### config.mk
export PLATFORM = sky130hd
export DESIGN_NAME = shift_pattern_monitor
export DESIGN_NICKNAME = d
export VERILOG_FILES = /design/src/rtl/shift_mon_pkg.sv /design/src/rtl/shift_onehot_dec.sv /design/src/rtl/shift_pattern_monitor.sv
export SDC_FILE = /design/constraint.sdc
export NUM_CORES = 1
export LEC_CHECK = 0
export CORE_AREA = 2 2 119 75
export DETAILED_ROUTE_END_ITERATION = 10
export DIE_AREA = 0 0 121 77
export GPL_TIMING_DRIVEN = 1
export PLACE_DENSITY = 0.76
export SLEW_MARGIN = 20
export SYNTH_ARGS = -nofsm -noshare
export SYNTH_HDL_FRONTEND = slang
export SYNTH_SLANG_ARGS = --single-unit
### constraint.sdc
create_clock -name clk -period 6.1 [get_ports clk]
set_input_delay 1.22 -clock clk [delete_from_list [all_inputs] [get_ports clk]]
set_output_delay 1.22 -clock clk [all_outputs]
set_load 0.02 [all_outputs]
### src/rtl/shift_mon_pkg.sv
// Shared types, limits and adjacency helpers for the LED shift-bus monitor.
package shift_mon_pkg;

    typedef enum logic [1:0] {
        ST_IDLE  = 2'd0,
        ST_TRACK = 2'd1,
        ST_FAULT = 2'd2
    } state_t;

    localparam int unsigned STEP_CNT_W = 16;
    localparam int unsigned REV_CNT_W  = 8;
    localparam logic [STEP_CNT_W-1:0] STEP_CNT_MAX = '1;
    localparam logic [REV_CNT_W-1:0]  REV_CNT_MAX  = '1;

    // Left step means index+1 modulo width; width is a power of two.
    function automatic logic is_left_step(input int unsigned prev_idx,
                                          input int unsigned new_idx,
                                          input int unsigned width);
        return ((prev_idx + 1) & (width - 1)) == new_idx;
    endfunction

    function automatic logic is_adjacent(input int unsigned prev_idx,
                                         input int unsigned new_idx,
                                         input int unsigned width);
        return is_left_step(prev_idx, new_idx, width) || is_left_step(new_idx, prev_idx, width);
    endfunction

endpackage

### src/rtl/shift_onehot_dec.sv
// Combinational one-hot decoder: lit-bit index plus an exactly-one-bit-set flag.
module shift_onehot_dec #(
    parameter int unsigned WIDTH = 8
) (
    input  logic [WIDTH-1:0]         vec_i,
    output logic [$clog2(WIDTH)-1:0] idx_o,
    output logic                     is_onehot_o
);

    localparam int unsigned POS_W = $clog2(WIDTH);

    always_comb begin
        idx_o = '0;
        for (int unsigned i = 0; i < WIDTH; i++) begin
            if (vec_i[i]) begin
                idx_o = POS_W'(i);
            end
        end
        is_onehot_o = (vec_i != '0) && ((vec_i & (vec_i - WIDTH'(1))) == '0);
    end

endmodule

### src/rtl/shift_pattern_monitor.sv
// Decodes the walking one-hot LED bus into position, direction and step events,
// and flags illegal patterns, illegal jumps and stalls.
module shift_pattern_monitor
    import shift_mon_pkg::*;
#(
    parameter int unsigned WIDTH        = 8,
    parameter int unsigned RESET_POS    = 0,
    parameter int unsigned STALL_CYCLES = 2_000_000
) (
    input  logic                     clk,
    input  logic                     reset,
    input  logic [WIDTH-1:0]         q_in,
    input  logic                     clr,
    output logic [$clog2(WIDTH)-1:0] pos,
    output logic                     dir,
    output logic                     valid,
    output logic                     step,
    output logic                     resync,
    output logic                     rev,
    output logic                     err,
    output logic                     stall,
    output logic [STEP_CNT_W-1:0]    step_cnt,
    output logic [REV_CNT_W-1:0]     rev_cnt
);

    localparam int unsigned POS_W   = $clog2(WIDTH);
    localparam int unsigned STALL_W = $clog2(STALL_CYCLES + 1);
    localparam logic [STALL_W-1:0] STALL_MAX = STALL_W'(STALL_CYCLES);

    state_t                state_q, state_d;
    logic [WIDTH-1:0]      q_s_q, q_prev_q;
    logic [POS_W-1:0]      prev_idx_q;
    logic [POS_W-1:0]      pos_q, pos_d;
    logic                  dir_q, dir_d;
    logic                  valid_q, valid_d;
    logic                  step_q, step_d;
    logic                  resync_q, resync_d;
    logic                  rev_q, rev_d;
    logic                  err_q, err_d;
    logic                  stall_q, stall_d;
    logic                  hist_q, hist_d;
    logic [STALL_W-1:0]    stall_cnt_q, stall_cnt_d;
    logic [STEP_CNT_W-1:0] step_cnt_q, step_cnt_d;
    logic [REV_CNT_W-1:0]  rev_cnt_q, rev_cnt_d;

    logic [POS_W-1:0] cur_idx;
    logic             cur_onehot;
    logic             changed, adjacent, left;

    shift_onehot_dec #(.WIDTH(WIDTH)) u_dec (
        .vec_i       (q_s_q),
        .idx_o       (cur_idx),
        .is_onehot_o (cur_onehot)
    );

    // q_prev is always the last accepted pattern while tracking, so its index is trustworthy.
    assign changed  = (q_s_q != q_prev_q);
    assign adjacent = is_adjacent(32'(prev_idx_q), 32'(cur_idx), WIDTH);
    assign left     = is_left_step(32'(prev_idx_q), 32'(cur_idx), WIDTH);

    always_ff @(posedge clk or negedge reset) begin
        if (!reset) begin
            state_q     <= ST_IDLE;
            q_s_q       <= '0;
            q_prev_q    <= '0;
            prev_idx_q  <= '0;
            pos_q       <= '0;
            dir_q       <= 1'b0;
            valid_q     <= 1'b0;
            step_q      <= 1'b0;
            resync_q    <= 1'b0;
            rev_q       <= 1'b0;
            err_q       <= 1'b0;
            stall_q     <= 1'b0;
            hist_q      <= 1'b0;
            stall_cnt_q <= '0;
            step_cnt_q  <= '0;
            rev_cnt_q   <= '0;
        end else begin
            state_q     <= state_d;
            q_s_q       <= q_in;
            q_prev_q    <= q_s_q;
            prev_idx_q  <= cur_idx;
            pos_q       <= pos_d;
            dir_q       <= dir_d;
            valid_q     <= valid_d;
            step_q      <= step_d;
            resync_q    <= resync_d;
            rev_q       <= rev_d;
            err_q       <= err_d;
            stall_q     <= stall_d;
            hist_q      <= hist_d;
            stall_cnt_q <= stall_cnt_d;
            step_cnt_q  <= step_cnt_d;
            rev_cnt_q   <= rev_cnt_d;
        end
    end

    always_comb begin
        state_d     = state_q;
        pos_d       = pos_q;
        dir_d       = dir_q;
        valid_d     = valid_q;
        step_d      = 1'b0;
        resync_d    = 1'b0;
        rev_d       = 1'b0;
        err_d       = err_q;
        stall_d     = stall_q;
        hist_d      = hist_q;
        stall_cnt_d = stall_cnt_q;
        step_cnt_d  = step_cnt_q;
        rev_cnt_d   = rev_cnt_q;

        if (clr) begin
            state_d     = ST_IDLE;
            valid_d     = 1'b0;
            err_d       = 1'b0;
            stall_d     = 1'b0;
            hist_d      = 1'b0;
            stall_cnt_d = '0;
            step_cnt_d  = '0;
            rev_cnt_d   = '0;
        end else begin
            unique case (state_q)
                ST_IDLE: begin
                    stall_cnt_d = '0;
                    stall_d     = 1'b0;
                    hist_d      = 1'b0;
                    if (cur_onehot) begin
                        pos_d   = cur_idx;
                        valid_d = 1'b1;
                        state_d = ST_TRACK;
                    end
                end
                ST_TRACK: begin
                    if (!changed) begin
                        stall_cnt_d = (stall_cnt_q == STALL_MAX) ? STALL_MAX : stall_cnt_q + 1'b1;
                        stall_d     = (stall_cnt_d == STALL_MAX);
                    end else if (cur_onehot && adjacent) begin
                        pos_d       = cur_idx;
                        dir_d       = left;
                        step_d      = 1'b1;
                        hist_d      = 1'b1;
                        stall_cnt_d = '0;
                        stall_d     = 1'b0;
                        if (step_cnt_q != STEP_CNT_MAX) step_cnt_d = step_cnt_q + 1'b1;
                        if (hist_q && (left != dir_q)) begin
                            rev_d = 1'b1;
                            if (rev_cnt_q != REV_CNT_MAX) rev_cnt_d = rev_cnt_q + 1'b1;
                        end
                    end else if (cur_onehot && (cur_idx == POS_W'(RESET_POS))) begin
                        pos_d       = cur_idx;
                        resync_d    = 1'b1;
                        hist_d      = 1'b0;
                        stall_cnt_d = '0;
                        stall_d     = 1'b0;
                    end else begin
                        state_d = ST_FAULT;
                        err_d   = 1'b1;
                        valid_d = 1'b0;
                    end
                end
                ST_FAULT: begin
                end
                default: begin
                    state_d = ST_IDLE;
                end
            endcase
        end
    end

    assign pos      = pos_q;
    assign dir      = dir_q;
    assign valid    = valid_q;
    assign step     = step_q;
    assign resync   = resync_q;
    assign rev      = rev_q;
    assign err      = err_q;
    assign stall    = stall_q;
    assign step_cnt = step_cnt_q;
    assign rev_cnt  = rev_cnt_q;

endmodule

==> flow_summary.toml <==
[worst_setup_path]
crit_path_end_kind = "register"
cp.required_ps = 6320
start_kind = "register"
cp.arrival_ps = 3570
rrSetupSlack_ps = 2750
crit_type = "register to register"
cp_max_fo = 26

[clock_tree]
cts_root_buf = "clkbuf_16"
ctsHoldBuffers = 0
post_cts_resized = 0
cts_buffer_depth = 2
insertion_delay_ps = 340
cts.sinks = 77
htreeDepth = 3
clkTransAtPathRegs_ps = 60
cts_made_buffers = 9
cts_tree = "done"
post-cts-setup-buffer-count = 0

[power_and_ir_drop]
vdd_drop_max_mv = 0.123
power_frac_seq_pct = 46.7
powerDensity_nw_per_um2 = 221
power.total_mw = 1.14
switching_share_pct = 23.7
power_leakage_nw = 2.01
p_int_mw = 0.868
clkPwrFrac_pct = 46.1
pwr-share-comb_pct = 7.2
switching_power_mw = 0.270

[cells_and_area]
num_antenna_cells = 0
final_cell_mix = "dfrtp_1, nor2_1, clkdlybuf4s50_1, a21oi_1"
drive_above_1_share_pct = 8.35
areaGrowthSynthToFinish_pct = 17.6
layout_commonest_cell = "dfrtp_1"
fin_nets = 516
fillCellCount = 668

[yosys]
synthFlopType = "dfrtp_1"
syn_area_sq_um = 4370
synth_enable_flop_cells = 0
ys.warnings.count = 0
ys_top_cells_by_area = "dfrtp_1, nor2_1, a21oi_1"
synth_top_area_share_pct = 44.1
synthCells = 466
synth.avg_cell_area_sq_um = 9.38
synthDistinctLibCells = 56
ys_seq_area_share_pct = 44.1
synth_nets = 484
ys_seq_elements = 77
synth_top_area_cell = "dfrtp_1"
async_reset_ff_share_pct = 100

[routing]
detail_route.iter0.violations = 501
drt-met1-wl_mm = 5.21
totalWireLength_mm = 11.0
first_pass_iters = 6
drt-vias-per-instance = 6.20
wl_met2_mm = 4.63
routed-wl-met3_mm = 1.05
top_layer = "met4"
wire_per_inst_um = 17.9
ant_nets = 0
drcViolationCount = 0
vias = 3811

[timing]
max_freq_ghz = 0.299
clock_skew_ps = 5.24
worst_slack_ps = 2750
post-route-period-util_pct = 54.9
worstMarginPinSlew_ps = 970
final_max_slew_viol_count = 0
slew_headroom_pct = 35.3
setup_viol = 0
fin_crit_ps = 3350
final.setup.tns_ps = 0
rsz0062_at_grt = "no"
timing_hold_violations_final = 0

[die]
core_area_sq_um = 8230
row_count = 26
pin_count = 45
dieArea_sq_um = 9320
die_width_um = 121
die_h_um = 77
initial_utilization_pct = 53.1

[global_route]
first_global_vias = 3625
grt_use_total_pct = 25.3
grt_pass1_wl_mm = 18.5
grt_max_degree = 78
antenna_found_initial = 0
overflow = 0

[placed_design]
io_buffers = 44
gp_congestion = 0.973
pre_cts_ws_ps = 2530
place_hpwl_mm = 7.59

[run_status]
outcome = "finished, final reports clean"

[job]
max-cap-violations = 0

[hold_path]
worstHoldPathType = "register to register"
==> through the flow <==
step	cell area [sq um]	instances	utilization [%]	hold slack (ps)
after floorplan	4370	466	-	349
after global placement	4850	599	58.9	488
after detailed placement	4850	599	58.9	497
after CTS	5130	615	62.4	506
after global routing	5140	615	62.5	521
final	5140	615	62.5	508
==> routing by layer <==
metal	track usage [%]	vias to the layer above
li1	-	1774
met2	33.0	163
met4	6.40	0
met5	0	-
met1	38.6	1858
met3	9.82	16
==> final timing paths <==
check                                    from                        to  cells after the start
max                        q_s_q[2]$_DFF_PN0_   step_cnt[8]$_DFFE_PN0P_                      9
min                        q_s_q[3]$_DFF_PN0_     q_prev_q[3]$_DFF_PN0_                      0
max reg2reg                q_s_q[2]$_DFF_PN0_   step_cnt[8]$_DFFE_PN0P_                      9
min reg2reg                q_s_q[3]$_DFF_PN0_     q_prev_q[3]$_DFF_PN0_                      0
max in group asynchronous               reset        pos[0]$_DFFE_PN0P_                      1
min in group asynchronous               reset  step_cnt[12]$_DFFE_PN0P_                      1
==> worst max-delay path, stage by stage (launching register included) <==
cell and delay [ps]:
dfrtp_1 470, nor2_1 110, o31ai_1 380, inv_1 200, ha_1 330, xor2_1 190, o22ai_4 230, nand4_2 520
nor4_1 410, mux2_2 380
==> sequential cells by signal, summed over array words and instances, names as in the netlist <==
| register | cells |
|---|---|
| step_cnt | 16 |
| resync | 1 |
| prev_idx_q | 3 |
| dir | 1 |
| err | 1 |
| stall | 1 |
| q_prev_q | 8 |
| rev | 1 |
| state_q | 2 |
| pos | 3 |
| step | 1 |
| q_s_q | 8 |
| rev_cnt | 8 |
| hist_q | 1 |
| stall_cnt_q | 21 |
| valid | 1 |
==> cell families (layout without fill, tap and decap cells) <==
logic type	Yosys count	after routing	synth area share, %
AND/OR/NAND/NOR	195	195	24.8
AO/OA/AOI/OAI	101	101	15.5
flip-flops	77	77	44.1
buffers and inverters	45	82	4.35
XOR/XNOR	25	25	5.18
multiplexers	16	16	3.98
adder cells (fa/ha/maj)	7	7	2.00
==> cell type report <==
type	count	area (sq um)	share of cell area [%]
Clock buffer	12	236	4.60
Clock inverter	4	48.8	0.949
Inverter	20	75.1	1.46
Multi-Input combinational cell	344	2260	44.0
Sequential cell	77	1930	37.5
Tap cell	112	140	2.73
Timing Repair Buffer	46	453	8.81
==> power groups by stage <==
stage,combinational (mW),sequential (mW),clock [mW]
floorplan,0.0497,0.539,0
global route,0.0901,0.533,0.557
finish,0.0818,0.532,0.525
detailed placement,0.0815,0.541,0
CTS,0.0817,0.531,0.533
global placement,0.0784,0.540,0
==> cells in the mapped netlist, types with 11 or more instances <==
| cell | n |
|---|---|
| a21oi_1 | 31 |
| nor4_1 | 11 |
| nor2_1 | 43 |
| clkbuf_1 | 17 |
| nand2_1 | 27 |
| mux2_2 | 11 |
| dfrtp_1 | 77 |
| xnor2_1 | 15 |
| nand4_1 | 11 |
| inv_1 | 20 |
| a31oi_1 | 11 |
| o31ai_1 | 13 |
| and3_1 | 12 |
| or4_1 | 11 |
| o21ai_0 | 17 |
| nor2b_1 | 13 |
| nand3_1 | 27 |
(Power assumes the default switching activity.)
